$ cat src/rtl/pipeline_hazard_ctrl_pkg.sv
// Shared types and constants for the pipeline hazard controller.
package pipeline_hazard_ctrl_pkg;

  // Controller state encoding.
  typedef enum logic [1:0] {
    ST_RUN    = 2'd0,
    ST_DRAIN  = 2'd1,
    ST_HALTED = 2'd2
  } state_t;

  // Default register-index width of the RV32I core.
  localparam int REG_W_DEF = 5;

  // One bundle of latch/PC controls, in output order.
  typedef struct packed {
    logic pc_en;
    logic ifid_en;
    logic idex_en;
    logic exmem_en;
    logic memwb_en;
    logic ifid_nop;
    logic idex_nop;
    logic exmem_nop;
    logic memwb_nop;
  } ctl_t;

  // Canned control patterns for each pipeline situation.
  localparam ctl_t CTL_RESET  = ctl_t'(9'b0_0000_1111); // everything cleared to NOP
  localparam ctl_t CTL_HOLD   = ctl_t'(9'b0_0000_0000); // full freeze / halted hold
  localparam ctl_t CTL_RUN    = ctl_t'(9'b1_1111_0000); // normal advance
  localparam ctl_t CTL_BRANCH = ctl_t'(9'b1_0011_1100); // redirect, kill IF/ID and ID/EX
  localparam ctl_t CTL_LDUSE  = ctl_t'(9'b0_0011_0100); // hold front, one bubble into EX
  localparam ctl_t CTL_DRAIN  = ctl_t'(9'b0_0111_1000); // fetch blocked, back end drains

endpackage

$ cat src/rtl/pipeline_hazard_ctrl_hazard_detect.sv
// Combinational load-use hazard compare between the ID and EX stages.
module pipeline_hazard_ctrl_hazard_detect
  import pipeline_hazard_ctrl_pkg::*;
#(
  parameter int REG_W = REG_W_DEF
) (
  input  logic [REG_W-1:0] id_rs1,
  input  logic [REG_W-1:0] id_rs2,
  input  logic             id_use1,
  input  logic             id_use2,
  input  logic [REG_W-1:0] ex_rd,
  input  logic             ex_mem_read,
  output logic             load_use
);

  logic w_hit1;
  logic w_hit2;

  // x0 is hard-wired zero, so a load into it never creates a dependency.
  always_comb begin
    w_hit1   = id_use1 && (id_rs1 == ex_rd);
    w_hit2   = id_use2 && (id_rs2 == ex_rd);
    load_use = ex_mem_read && (ex_rd != '0) && (w_hit1 || w_hit2);
  end

endmodule

$ cat src/rtl/pipeline_hazard_ctrl.sv
// Pipeline hazard controller: state machine, drain counter, latch control decode
// and saturating stall/flush statistics for the 5-stage RV32I core.
module pipeline_hazard_ctrl
  import pipeline_hazard_ctrl_pkg::*;
#(
  parameter int REG_W        = REG_W_DEF,
  parameter int DRAIN_CYCLES = 4,
  parameter int CNT_W        = 32
) (
  input  logic             clk,
  input  logic             rst,
  input  logic [REG_W-1:0] id_rs1,
  input  logic [REG_W-1:0] id_rs2,
  input  logic             id_use1,
  input  logic             id_use2,
  input  logic [REG_W-1:0] ex_rd,
  input  logic             ex_mem_read,
  input  logic             ex_br_taken,
  input  logic             mem_busy,
  input  logic             halt_req,
  output logic             pc_en,
  output logic             ifid_en,
  output logic             idex_en,
  output logic             exmem_en,
  output logic             memwb_en,
  output logic             ifid_nop,
  output logic             idex_nop,
  output logic             exmem_nop,
  output logic             memwb_nop,
  output logic             halted,
  output logic [CNT_W-1:0] stall_cnt,
  output logic [CNT_W-1:0] flush_cnt
);

  localparam int DW = (DRAIN_CYCLES > 1) ? $clog2(DRAIN_CYCLES) : 1;
  localparam logic [DW-1:0] DRAIN_INIT = DW'(DRAIN_CYCLES - 1);

  state_t          r_state;
  state_t          w_state_next;
  logic [DW-1:0]   r_drain;
  logic [DW-1:0]   w_drain_next;
  logic            w_load_use;
  ctl_t            w_ctl;
  logic [1:0]      w_cnt_inc;   // [0] stall, [1] flush
  logic [CNT_W-1:0] r_cnt [2];

  pipeline_hazard_ctrl_hazard_detect #(
    .REG_W(REG_W)
  ) u_hazard_detect (
    .id_rs1      (id_rs1),
    .id_rs2      (id_rs2),
    .id_use1     (id_use1),
    .id_use2     (id_use2),
    .ex_rd       (ex_rd),
    .ex_mem_read (ex_mem_read),
    .load_use    (w_load_use)
  );

  // State and drain counter registers.
  always_ff @(posedge clk or posedge rst) begin
    if (rst) begin
      r_state <= ST_RUN;
      r_drain <= '0;
    end else begin
      r_state <= w_state_next;
      r_drain <= w_drain_next;
    end
  end

  // Next-state and control decode: busy > branch > load-use > state default.
  always_comb begin
    w_state_next = r_state;
    w_drain_next = r_drain;
    w_ctl        = CTL_HOLD;
    w_cnt_inc    = 2'b00;
    if (mem_busy) begin
      // Full freeze: state and drain count stay put, only the stall stat moves.
      w_cnt_inc[0] = (r_state != ST_HALTED);
    end else if (r_state == ST_HALTED) begin
      if (!halt_req) w_state_next = ST_RUN;
    end else begin
      if (ex_br_taken) begin
        w_ctl        = CTL_BRANCH;
        w_cnt_inc[1] = 1'b1;
      end else if (w_load_use) begin
        w_ctl        = CTL_LDUSE;
        w_cnt_inc[0] = 1'b1;
      end else if (r_state == ST_RUN) begin
        w_ctl        = CTL_RUN;
      end else begin
        w_ctl        = CTL_DRAIN;
        w_cnt_inc[0] = 1'b1;
      end
      // Drain progress counts every non-busy cycle, whatever the control pattern.
      if (r_state == ST_RUN) begin
        if (halt_req) begin
          w_state_next = ST_DRAIN;
          w_drain_next = DRAIN_INIT;
        end
      end else if (r_drain == '0) begin
        w_state_next = ST_HALTED;
      end else begin
        w_drain_next = r_drain - 1'b1;
      end
    end
  end

  // Saturating statistics counters.
  generate
    for (genvar gi = 0; gi < 2; gi++) begin : g_cnt
      always_ff @(posedge clk or posedge rst) begin
        if (rst) begin
          r_cnt[gi] <= '0;
        end else if (w_cnt_inc[gi] && (r_cnt[gi] != {CNT_W{1'b1}})) begin
          r_cnt[gi] <= r_cnt[gi] + CNT_W'(1);
        end
      end
    end
  endgenerate

  // Reset overrides the decode combinationally so outputs react without a clock.
  always_comb begin
    {pc_en, ifid_en, idex_en, exmem_en, memwb_en,
     ifid_nop, idex_nop, exmem_nop, memwb_nop} = rst ? CTL_RESET : w_ctl;
    halted    = !rst && (r_state == ST_HALTED);
    stall_cnt = r_cnt[0];
    flush_cnt = r_cnt[1];
  end

endmodule

$ cat config.mk
export PLATFORM = sky130hd
export DESIGN_NAME = pipeline_hazard_ctrl
export DESIGN_NICKNAME = d
export VERILOG_FILES = /design/src/rtl/pipeline_hazard_ctrl_pkg.sv /design/src/rtl/pipeline_hazard_ctrl_hazard_detect.sv /design/src/rtl/pipeline_hazard_ctrl.sv
export SDC_FILE = /design/constraint.sdc
export NUM_CORES = 1
export LEC_CHECK = 0
export BUFFER_PORTS_ARGS = -buffer_cell sky130_fd_sc_hd__buf_2
export CORE_MARGIN = 5
export CORE_UTILIZATION = 35
export CTS_CLUSTER_DIAMETER = 100
export DETAILED_ROUTE_END_ITERATION = 10
export PLACE_DENSITY = 0.6
export SYNTH_ARGS = -nofsm -noshare
export SYNTH_HDL_FRONTEND = slang
export SYNTH_SLANG_ARGS = --single-unit
$ cat constraint.sdc
create_clock -name clk -period 5.78 [get_ports clk]
set_input_delay 0.289 -clock clk [delete_from_list [all_inputs] [get_ports clk]]
set_output_delay 0.289 -clock clk [all_outputs]
set_load 0.02 [all_outputs]
==> Word level (Yosys, flattened, before mapping) <==
Cells that the tools add are included.
{ "word_totals": {"regBits": 68, "out_inout_bits": 74} }
{ "op_classes": {"addsub": 3, "n_eq_ne": 10, "muxes": 21, "bitwise": 2, "n_reduce_logical": 15} }
{ "ops": {"columns": ["cell", "count"], "rows": [
  ["32-bit by 1-bit adder with 32-bit output, second input constant", 2],
  ["32-bit != test, second input constant", 2],
  ["9-bit 2-to-1 mux", 6],
  ["2-bit 2-to-1 mux", 9],
  ["5-bit equality test", 2],
  ["2-bit != test, second input constant", 4],
  ["4-bit AND reduction", 2],
  ["1-bit logical AND", 7],
  ["1-bit 2-to-1 mux", 6],
  ["5-bit nonzero test", 1],
  ["2-bit zero test", 2],
  ["3-bit by 2-bit != test with 1-bit output, second input constant", 1],
  ["3-bit nonzero test", 1],
  ["2-bit equality test, second input constant", 1],
  ["1-bit inverter", 2],
  ["2-bit by 1-bit subtractor with 2-bit output, second input constant", 1],
  ["1-bit zero test", 1],
  ["1-bit logical OR", 1]
]} }

==> Longest topological paths before layout <==
{ "logic_depth": {"ltp_word": 9, "ltp_mapped": 10, "mapped_depth_nobuf": 8} }

==> Cells and area by module <==
Synthesis repeated with hierarchy kept, for this count alone.
{ "unflattened": {"hier_cells": 362, "area_unflattened_um2": 3701.0} }
{ "by_module_without_submodules": {"columns": ["mod", "instances", "cells_each", "area_per_inst_um2", "seq_area_each_um2"], "rows": [
  ["pipeline_hazard_ctrl", 1, 345, 3567.2, 1701.6],
  ["pipeline_hazard_ctrl_hazard_detect", 1, 17, 133.9, 0.0]
]} }

==> Worst setup path after synthesis <==
No wires, ideal clock.
{ "synth_path": {"path_type": "input port to output port", "startpoint": "input rst", "endpoint": "output idex_nop", "t_arrival_ns": 2.447, "path_slack_ns": 3.044, "stages": 2, "path_buffers": 0, "path_cell_list": "inv_1 > o21ai_0"} }
{ "synth_between": {"elab_chain_cells": 1} }
{ "synth_lines": {"columns": ["element", "line", "rtl"], "rows": [
  ["from (decl)", "pipeline_hazard_ctrl.sv:11", "input logic rst,"],
  ["9-bit 2-to-1 mux", "pipeline_hazard_ctrl.sv:124", "ifid_nop, idex_nop, exmem_nop, memwb_nop} = rst ? CTL_RESET : w_ctl;"],
  ["to (decl)", "pipeline_hazard_ctrl.sv:27", "output logic idex_nop,"]
]} }
Every way passes these cells.

==> Final worst setup path <==
{ "layout_path": {"startpoint": "register r_cnt, in the netlist stall_cnt[0]", "endpoint": "register r_cnt, in the netlist stall_cnt[1]"} }
{ "layout_between": {"elab_chain_cells": 2, "word_cells_on_any_way": 3} }
{ "layout_lines": {"columns": ["element", "line", "rtl"], "rows": [
  ["from (decl)", "pipeline_hazard_ctrl.sv:45", "logic [CNT_W-1:0] r_cnt [2];"],
  ["from (signal, indexed assignment)", "pipeline_hazard_ctrl.sv:115", "r_cnt[gi] <= r_cnt[gi] + CNT_W'(1);"],
  ["branches (longest 2 deep; another with 32-bit by 1-bit adder with 32-bit output)", null, null]
]} }
Several ways; the timed one is not identified.
A chain may end at the register's enable or synchronous reset.

==> flow_summary.json <==
{
  "synth_area_mm2": 0.00348,
  "hold_viol_final": 0,
  "synth_ff_type": "dfrtp_1",
  "start_util_pct": 35.8,
  "path_cells": "ha_1, and3_1, and3_1, nor2b_1, and3_4, a21oi_4, mux2_2",
  "cts_tree": "built",
  "power_density_mw_per_mm2": 310,
  "cts_made_buffers": 9,
  "num_rows": 36,
  "synth_top_cell_area_share_pct": 48.9,
  "dieArea_mm2": 0.0120,
  "portBuffers": 96,
  "holdCritPathClass": "in2async",
  "diodes": 0,
  "irDropWorstVdd_uv": 167,
  "cts_setup_buffers": 0,
  "fin_crit_sh_pct": 46.6,
  "drive_above_1_share_pct": 29.0,
  "holdBufCountCts": 0,
  "pin_count": 97,
  "whs_ns": 0.115,
  "wl_per_cell_um": 14.0,
  "grt_overflow_total": 0,
  "wirelength_um": 7900,
  "most-common-layout-cells": "buf_2, dfrtp_1, xnor2_1",
  "antenna_found_initial": 0,
  "grt_pass1_wl_um": 12900,
  "final-setup-viol-count": 0,
  "synth_cell_types": 38,
  "grt_max_degree": 37,
  "drc_errors": 0,
  "syn_to_final_growth_pct": 21.9,
  "worst_setup_path_end_kind": "flip-flop",
  "path_clk_slew_ns": 0.08,
  "ant_nets": 0,
  "clock_latency_ns": 0.34,
  "async_flop_share_pct": 100,
  "grt_setup_unrepaired": "false",
  "synth_edf_count": 0,
  "cp_slowest_stage_delay_ns": 0.63,
  "power_mw": 1.32,
  "fin_nets": 453,
  "crit_path_top_delay_cell": "a21oi_4",
  "gp_congestion": 0.811,
  "root_buffer": "clkbuf_8",
  "ys_top_cells_by_area": "dfrtp_1, xnor2_1, nand4_1",
  "finClkSkew_ns": 0.0122,
  "cts.path.max_buffers": 2,
  "status": "finished clean",
  "synth_area_per_cell_um2": 10.6,
  "cap_violations": 0,
  "cp_common_cell": "and3_1",
  "slew_headroom_pct": 48.5,
  "cts_htree_levels": 3,
  "synth-seq-cells": 68,
  "die_x_um": 110,
  "final_common_cell": "buf_2",
  "drv_slew": 0,
  "required_ns": 6.01,
  "grt_pass1_vias": 2676,
  "syn-num-nets": 356,
  "dieHeight_um": 110,
  "synth.yosys.seq_area_share_pct": 48.9,
  "ys_warn_count": 0,
  "syn_inst": 330,
  "via_per_inst": 4.78,
  "fin_tns_setup_ns": 0,
  "firstDrtPassIters": 4,
  "tightestPinTransition_ns": 0.771,
  "startpoint_type": "flip-flop",
  "worstSetupPathType": "reg2reg",
  "vias": 2696,
  "p_leak_nw": 2.08,
  "fmax_mhz": 371,
  "cts_sinks": 68,
  "yosysTopAreaCell": "dfrtp_1",
  "period_needed_ns": 2.70,
  "grt_use_total_pct": 13.4,
  "ctsResizeCount": 0,
  "worst-path-max-fanout": 32,
  "core_mm2": 0.00973,
  "detail_route.iter0.violations": 95,
  "critPathArrivalTime_ns": 2.93,
  "hpwl_um": 5930
}
final timing paths:
check	slack (ns)	cells past startpoint	start	to
max reg2reg	3.08	7	stall_cnt[0]	stall_cnt[1]
min reg2reg	0.48	1	flush_cnt[23]	flush_cnt[23]
max in group asynchronous	4.72	3	rst	stall_cnt[19]
max	3.08	7	stall_cnt[0]	stall_cnt[1]
min	0.12	2	rst	flush_cnt[29]
min in group clk	0.21	3	halt_req	r_state[1]
cells in the mapped netlist (3+ instances only):
library cell  instances
xor2_1                7
nand2_1              25
dfrtp_1              68
inv_1                 9
xnor2_1              65
o21ai_0               4
nor2_1               19
and2_1                7
and4_1                7
a21oi_1               5
and3_1               20
buf_4                 6
nand4_1              27
ha_1                  3
nor2b_1               4
nand3_1              21
nor3_1                6
per-stage QoR:
step / setup slack (ns) / area (um^2) / cells / utilization [%]
after floorplan: 3.04 / 3480 / 330 / -
after global placement: 3.16 / 4060 / 549 / 41.7
after detailed placement: 3.10 / 4060 / 549 / 41.7
after CTS: 3.07 / 4250 / 564 / 43.6
after global routing: 2.91 / 4250 / 564 / 43.6
final: 3.08 / 4250 / 564 / 43.6
per-layer routing:
metal | track usage, % | part of all wire [%] | vias up
li1 | - | - | 1343
met5 | 0 | 0 | -
met1 | 18.7 | 49 | 1275
met4 | 4.01 | 1.1 | 0
met2 | 20.4 | 45 | 70
met3 | 3.64 | 5.0 | 8
power breakdown:
| part | switching (mW) | internal [mW] |
|---|---|---|
| logic | 0.206 | 0.126 |
| clock network | 0.185 | 0.198 |
| registers | 0.0726 | 0.529 |
area by class of cell:
class,count,area [um^2]
well taps,133,166
flip-flops and latches,68,1700
multi-input cells,242,1670
repair buffers,97,488
clock inverters,6,65.1
fillers,986,5480
inverters,9,33.8
clock buffers,9,124
logic make-up (layout without fill, tap and decap cells):
group / Yosys count / count (layout) / synth area share, %
flip-flops: 68 / 68 / 48.9
adder cells (fa/ha/maj): 3 / 3 / 1.08
XOR/XNOR: 72 / 72 / 18.1
multiplexers: 3 / 3 / 0.934
buffers and inverters: 20 / 121 / 3.27
AND/OR/NAND/NOR: 148 / 148 / 24.4
AO/OA/AOI/OAI: 16 / 16 / 3.34
state kept, by name, summed over array words and instances (netlist names):
name	count
r_drain	2
stall_cnt	32
r_state	2
flush_cnt	32
critical path: cells and delay by family (launching register included):
| kind | cells | cell delay [ns] |
|---|---|---|
| DFF | 1 | 0.43 |
| muxes | 1 | 0.41 |
| and+or+nand+nor | 4 | 0.88 |
| adders and majority gates | 1 | 0.23 |
| AOI/OAI and AO/OA | 1 | 0.63 |
Note: power is estimated with default switching activity, not from simulation.
